**src/rtl/stream_tx_shell_if.sv**
```systemverilog
// ============================================================================
// Module      : stream_tx_shell_if
// Description : Operator-side and FIFO-side handshake bundle for the TX shell.
// Revision    : 1.0 - initial release
// ============================================================================
`default_nettype none

interface stream_tx_shell_if #(
    parameter int PAYLOAD_BITS = 128
);
    logic [PAYLOAD_BITS-1:0] din;
    logic                    val_in;
    logic                    ready_upward;
    logic [PAYLOAD_BITS-1:0] dout;
    logic                    val_out;
    logic                    ready_downward;

    // The shell itself
    modport master (
        input  din,
        input  val_in,
        output ready_upward,
        output dout,
        output val_out,
        input  ready_downward
    );

    // The operator and downstream FIFO around the shell
    modport slave (
        output din,
        output val_in,
        input  ready_upward,
        input  dout,
        input  val_out,
        output ready_downward
    );
endinterface

`default_nettype wire

```
**src/rtl/stream_tx_shell.sv**
```systemverilog
// ============================================================================
// Module      : stream_tx_shell
// Description : Small FIFO between operator output and a stream_shell write
//               port, with full/stall/write performance counters.
// Revision    : 1.0 - initial release
// ============================================================================
`default_nettype none

module stream_tx_shell #(
    parameter int PAYLOAD_BITS  = 128,
    parameter int NUM_ADDR_BITS = 3
) (
    input  wire logic                     clk,
    input  wire logic                     reset_n,
    stream_tx_shell_if.master             bus,
    input  wire logic                     reset_ap_start,
    input  wire logic                     state,
    output logic [31:0]                   full_cnt,
    output logic [31:0]                   stall_cnt,
    output logic [31:0]                   write_cnt,
    output logic [NUM_ADDR_BITS:0]        fill_level
);

    localparam int c_DEPTH = 2 ** NUM_ADDR_BITS;

    logic [PAYLOAD_BITS-1:0]  r_mem [c_DEPTH];
    logic [NUM_ADDR_BITS:0]   r_wr_ptr;
    logic [NUM_ADDR_BITS:0]   r_rd_ptr;
    logic [31:0]              r_full_cnt;
    logic [31:0]              r_stall_cnt;
    logic [31:0]              r_write_cnt;

    logic                     w_full;
    logic                     w_empty;
    logic                     w_push;
    logic                     w_pop;
    logic [NUM_ADDR_BITS-1:0] w_wr_idx;
    logic [NUM_ADDR_BITS-1:0] w_rd_idx;

    assign w_wr_idx = r_wr_ptr[NUM_ADDR_BITS-1:0];
    assign w_rd_idx = r_rd_ptr[NUM_ADDR_BITS-1:0];
    assign w_full   = (r_wr_ptr[NUM_ADDR_BITS] != r_rd_ptr[NUM_ADDR_BITS]) &&
                      (w_wr_idx == w_rd_idx);
    assign w_empty  = (r_wr_ptr == r_rd_ptr);

    // Downstream FIFO never checks full, so val_out must be gated by ready_downward
    assign w_push   = bus.val_in & ~w_full;
    assign w_pop    = ~w_empty & bus.ready_downward;

    assign bus.ready_upward = ~w_full;
    assign bus.val_out      = w_pop;
    assign bus.dout         = w_empty ? '0 : r_mem[w_rd_idx];
    assign fill_level       = r_wr_ptr - r_rd_ptr;

    assign full_cnt  = r_full_cnt;
    assign stall_cnt = r_stall_cnt;
    assign write_cnt = r_write_cnt;

    always_ff @(posedge clk) begin
        if (w_push) begin
            r_mem[w_wr_idx] <= bus.din;
        end
    end

    always_ff @(posedge clk or negedge reset_n) begin
        if (!reset_n) begin
            r_wr_ptr <= '0;
            r_rd_ptr <= '0;
        end else begin
            if (w_push) begin
                r_wr_ptr <= r_wr_ptr + 1'b1;
            end
            if (w_pop) begin
                r_rd_ptr <= r_rd_ptr + 1'b1;
            end
        end
    end

    always_ff @(posedge clk or negedge reset_n) begin
        if (!reset_n) begin
            r_full_cnt  <= '0;
            r_stall_cnt <= '0;
            r_write_cnt <= '0;
        end else if (reset_ap_start) begin
            r_full_cnt  <= '0;
            r_stall_cnt <= '0;
            r_write_cnt <= '0;
        end else if (!state) begin
            if (w_full) begin
                r_full_cnt <= r_full_cnt + 32'd1;
            end
            if (!w_empty && !bus.ready_downward) begin
                r_stall_cnt <= r_stall_cnt + 32'd1;
            end
            if (w_pop) begin
                r_write_cnt <= r_write_cnt + 32'd1;
            end
        end
    end

endmodule

`default_nettype wire

```
**src/flat_wrapper.sv**
```systemverilog
// flat-port wrapper written by rule: the top's interface ports become plain ports
module stream_tx_shell_flat 
#(
    parameter int PAYLOAD_BITS  = 128,
    parameter int NUM_ADDR_BITS = 3
)
  (clk, reset_n, reset_ap_start, state, full_cnt, stall_cnt, write_cnt, fill_level, bus_din, bus_val_in, bus_ready_upward, bus_dout, bus_val_out, bus_ready_downward);
  stream_tx_shell_if #(.PAYLOAD_BITS(PAYLOAD_BITS)) bus_i ();
  input  wire logic clk;
  input  wire logic reset_n;
  input  wire logic reset_ap_start;
  input  wire logic state;
  output logic [31:0] full_cnt;
  output logic [31:0] stall_cnt;
  output logic [31:0] write_cnt;
  output logic [NUM_ADDR_BITS:0] fill_level;
  input wire logic [$bits(bus_i.din)-1:0] bus_din;
  input wire logic [$bits(bus_i.val_in)-1:0] bus_val_in;
  output wire logic [$bits(bus_i.ready_upward)-1:0] bus_ready_upward;
  output wire logic [$bits(bus_i.dout)-1:0] bus_dout;
  output wire logic [$bits(bus_i.val_out)-1:0] bus_val_out;
  input wire logic [$bits(bus_i.ready_downward)-1:0] bus_ready_downward;
  assign bus_i.din = bus_din;
  assign bus_i.val_in = bus_val_in;
  assign bus_ready_upward = bus_i.ready_upward;
  assign bus_dout = bus_i.dout;
  assign bus_val_out = bus_i.val_out;
  assign bus_i.ready_downward = bus_ready_downward;
  stream_tx_shell #(.PAYLOAD_BITS(PAYLOAD_BITS), .NUM_ADDR_BITS(NUM_ADDR_BITS)) u_core (.clk(clk), .reset_n(reset_n), .bus(bus_i), .reset_ap_start(reset_ap_start), .state(state), .full_cnt(full_cnt), .stall_cnt(stall_cnt), .write_cnt(write_cnt), .fill_level(fill_level));
endmodule
```
**config.mk**
```make
export PLATFORM = sky130hd
export DESIGN_NAME = stream_tx_shell_flat
export DESIGN_NICKNAME = d
export VERILOG_FILES = /design/src/rtl/stream_tx_shell_if.sv /design/src/rtl/stream_tx_shell.sv /design/src/flat_wrapper.sv
export SDC_FILE = /design/constraint.sdc
export NUM_CORES = 1
export LEC_CHECK = 0
export CAP_MARGIN = 40
export CORE_ASPECT_RATIO = 1.2
export CORE_UTILIZATION = 43
export DETAILED_ROUTE_END_ITERATION = 7
export HOLD_SLACK_MARGIN = 0.12
export PLACE_DENSITY = 0.72
export SYNTH_ARGS = -nofsm -noshare
export SYNTH_HDL_FRONTEND = slang
export SYNTH_SLANG_ARGS = --single-unit
```
**constraint.sdc**
```tcl
create_clock -name clk -period 20.4 [get_ports clk]
set_input_delay 2.04 -clock clk [delete_from_list [all_inputs] [get_ports clk]]
set_output_delay 2.04 -clock clk [all_outputs]
set_load 0.01 [all_outputs]
```
==> results.yml <==
final_layout:
  fin_cells: 4222
  final.fill_count: 7885
  syn2layout_area_growth_pct: 21.1
  fin_nets: 2903
  drive_above_1_share: 0.171
detailed_routing:
  drc: 0
  drt-total-wl_um: 101000
  drt-initial-drc-count: 1709
  vias_per_cell: 5.55
  ant_nets: 0
  dr.pass1.iters: 7
  via_count: 23430
  wl_per_cell_um: 24.0
sta:
  clock.fmax_mhz: 152
  tightest_slew_ns: 1.05
  rsz0062_at_grt: "false"
  timing.final.crit_share: 0.322
  layout_setup_ws_ns: 13.84
  setup_viol: 0
  tns_ns: 0
  min_period_ns: 6.56
  slew_headroom: 0.300
  finalMaxSlewViolations: 0
  fin_worst_skew_ns: 0.0240
  hold_viol: 0
global_routing:
  grt_pass1_wl_um: 154000
  grt_use_total: 0.197
  grt_max_degree: 121
  grt_overflow: 0
  first_global_vias: 24775
  antenna_found_initial: 18
place:
  gp_congestion: 0.864
  numPortBuffers: 363
  dp_hpwl_um: 58600
  place_ws_ns: 14.39
  placedCellCount: 4014
yosys:
  synthCells: 2355
  synthTopCellsByArea: "edfxtp_1 70%, mux4_2 13%, dfrtp_1 5.9%"
  yosysTopAreaCellShare: 0.699
  synthTopCellsByCount: "1,024 x edfxtp_1, 301 x nand2_1, 256 x mux4_2"
  synth_top_cell_by_area: "edfxtp_1"
  synth_edf_count: 1024
  synth_nets: 2498
  ys_seq_elements: 1128
  syn_area_sq_um: 44000
  yosys_warnings: 0
  synthFlopType: "edfxtp_1"
  synth.avg_cell_area_sq_um: 18.7
  yosysSeqAreaShare: 0.759
  synthArstFlopShare: 0.0922
  ys_types: 42
  synth_most_common_cell: "edfxtp_1"
floorplanning:
  chipWidth_um: 294
  dieArea_sq_um: 104000
  io_pins: 364
  num_rows: 128
  core_sq_um: 101000
  start_util: 0.434
  die_h_um: 352
clock_network:
  cts.sinks: 1128
  cts_tree: "yes"
  root_buffer: "clkbuf_16"
  clkSlewWorstSetupHoldPaths_ns: 0.06
  cts_buffer_depth: 3
  ctsHoldBuffers: 0
  cts-htree-levels: 3
  cts_setup_buffers: 0
  postCtsResizedCells: 0
  worstSkewPairLatency_ns: 0.69
  cts_made_buffers: 109
critical_path:
  crit_path_start_kind: "flip-flop"
  cp_max_fo: 38
  required_ns: 18.36
  crit_type: "reg -> out"
  rrSetupSlack_ns: 16.00
  r2r_cells: 9
  cp.arrival_ns: 4.52
  cp-end-kind: "output port"
power:
  total_power_mw: 7.63
  vdd_drop_max_mv: 0.115
  power_density_nw_per_um2: 143
  leakagePower_nw: 17.3
run_status:
  status: "finished clean"
flow_run:
  drv_cap: 0
worst_hold_path:
  min_path_type: "reg -> reg"
  hold_depth: 1
-- final timing paths --
path | start | to
max | u_core.r_rd_ptr[0]$_DFFE_PN0P_ | bus_dout[66]
min | u_core.r_rd_ptr[3]$_DFFE_PN0P_ | u_core.r_rd_ptr[3]$_DFFE_PN0P_
max reg2reg | u_core.r_rd_ptr[2]$_DFFE_PN0P_ | u_core.r_mem[7][48]$_DFFE_PP_
min reg2reg | u_core.r_rd_ptr[3]$_DFFE_PN0P_ | u_core.r_rd_ptr[3]$_DFFE_PN0P_
max in group asynchronous | reset_n | u_core.stall_cnt[27]$_DFFE_PN0P_
min in group asynchronous | reset_n | u_core.write_cnt[28]$_DFFE_PN0P_
-- cells by family after synthesis --
group | after synthesis | share of synthesized area
DFF | 1128 | 0.759
xor gates and xnor gates | 83 | 0.0165
adders and majority gates | 9 | 0.00273
AOI/OAI and AO/OA | 178 | 0.0212
and+or+nand+nor | 559 | 0.0565
buffers and inverters | 138 | 0.0124
muxes | 260 | 0.132
-- state kept, by name (all words and copies together), names as in the netlist --
register	count
u_core.r_wr_ptr	4
u_core.write_cnt	32
u_core.r_mem	1024
u_core.full_cnt	32
u_core.r_rd_ptr	4
u_core.stall_cnt	32
-- metrics by stage --
step	area, sq um	hold slack, ns	util
final	53300	0.540	0.525
after global routing	53300	0.547	0.525
after CTS	53300	0.536	0.525
after detailed placement	49700	0.525	0.490
after global placement	49200	0.510	0.485
after floorplan	44000	0.492	-
-- report_power, final --
part / total [mW] / leakage [nW] / internal [mW] / switching [mW]
logic: 2.64 / 4.87 / 1.24 / 1.40
registers: 2.99 / 10.7 / 2.88 / 0.112
clock network: 2.00 / 1.73 / 1.15 / 0.848
-- layout by cell type (no fill, tap or decap), types with 20 or more instances in the layout --
cell type	n
dfrtp_1	101
clkdlybuf4s50_1	361
clkbuf_1	20
a21oi_1	149
nand2_1	301
buf_4	31
clkinv_1	30
nor2_1	88
xnor2_1	42
xor2_1	41
edfxtp_1	1024
nand4_1	36
nand3_1	35
mux4_2	256
clkbuf_16	110
-- critical path: stages, from the launching register on --
cell,delay (ns)
dfrtp_4,0.73
buf_12,0.30
buf_4,0.43
buf_16,0.30
buf_4,0.39
buf_16,0.32
mux4_2,0.55
nand2_1,0.10
a21oi_1,0.11
clkdlybuf4s50_1,0.53
-- final cells by class --
| cell class | count | area, sq um | share of cell area |
|---|---|---|---|
| Tap cell | 1365 | 1710 | 0.0321 |
| Sequential cell | 1128 | 33400 | 0.626 |
| Inverter | 15 | 58.8 | 0.00110 |
| Clock inverter | 71 | 698 | 0.0131 |
| Multi-Input combinational cell | 1089 | 10100 | 0.190 |
| Clock buffer | 132 | 2860 | 0.0536 |
| Timing Repair Buffer | 417 | 4430 | 0.0832 |
| Antenna cell | 5 | 12.5 | 0.000235 |
-- routing by layer --
layer / vias to the layer above / GRT usage / part of all wire
li1: 10154 / - / -
met1: 12256 / 0.250 / 0.38
met2: 823 / 0.338 / 0.52
met3: 175 / 0.0456 / 0.077
met4: 22 / 0.0576 / 0.021
met5: - / 0 / 0.0015
Power figures use the tool's default switching activity.
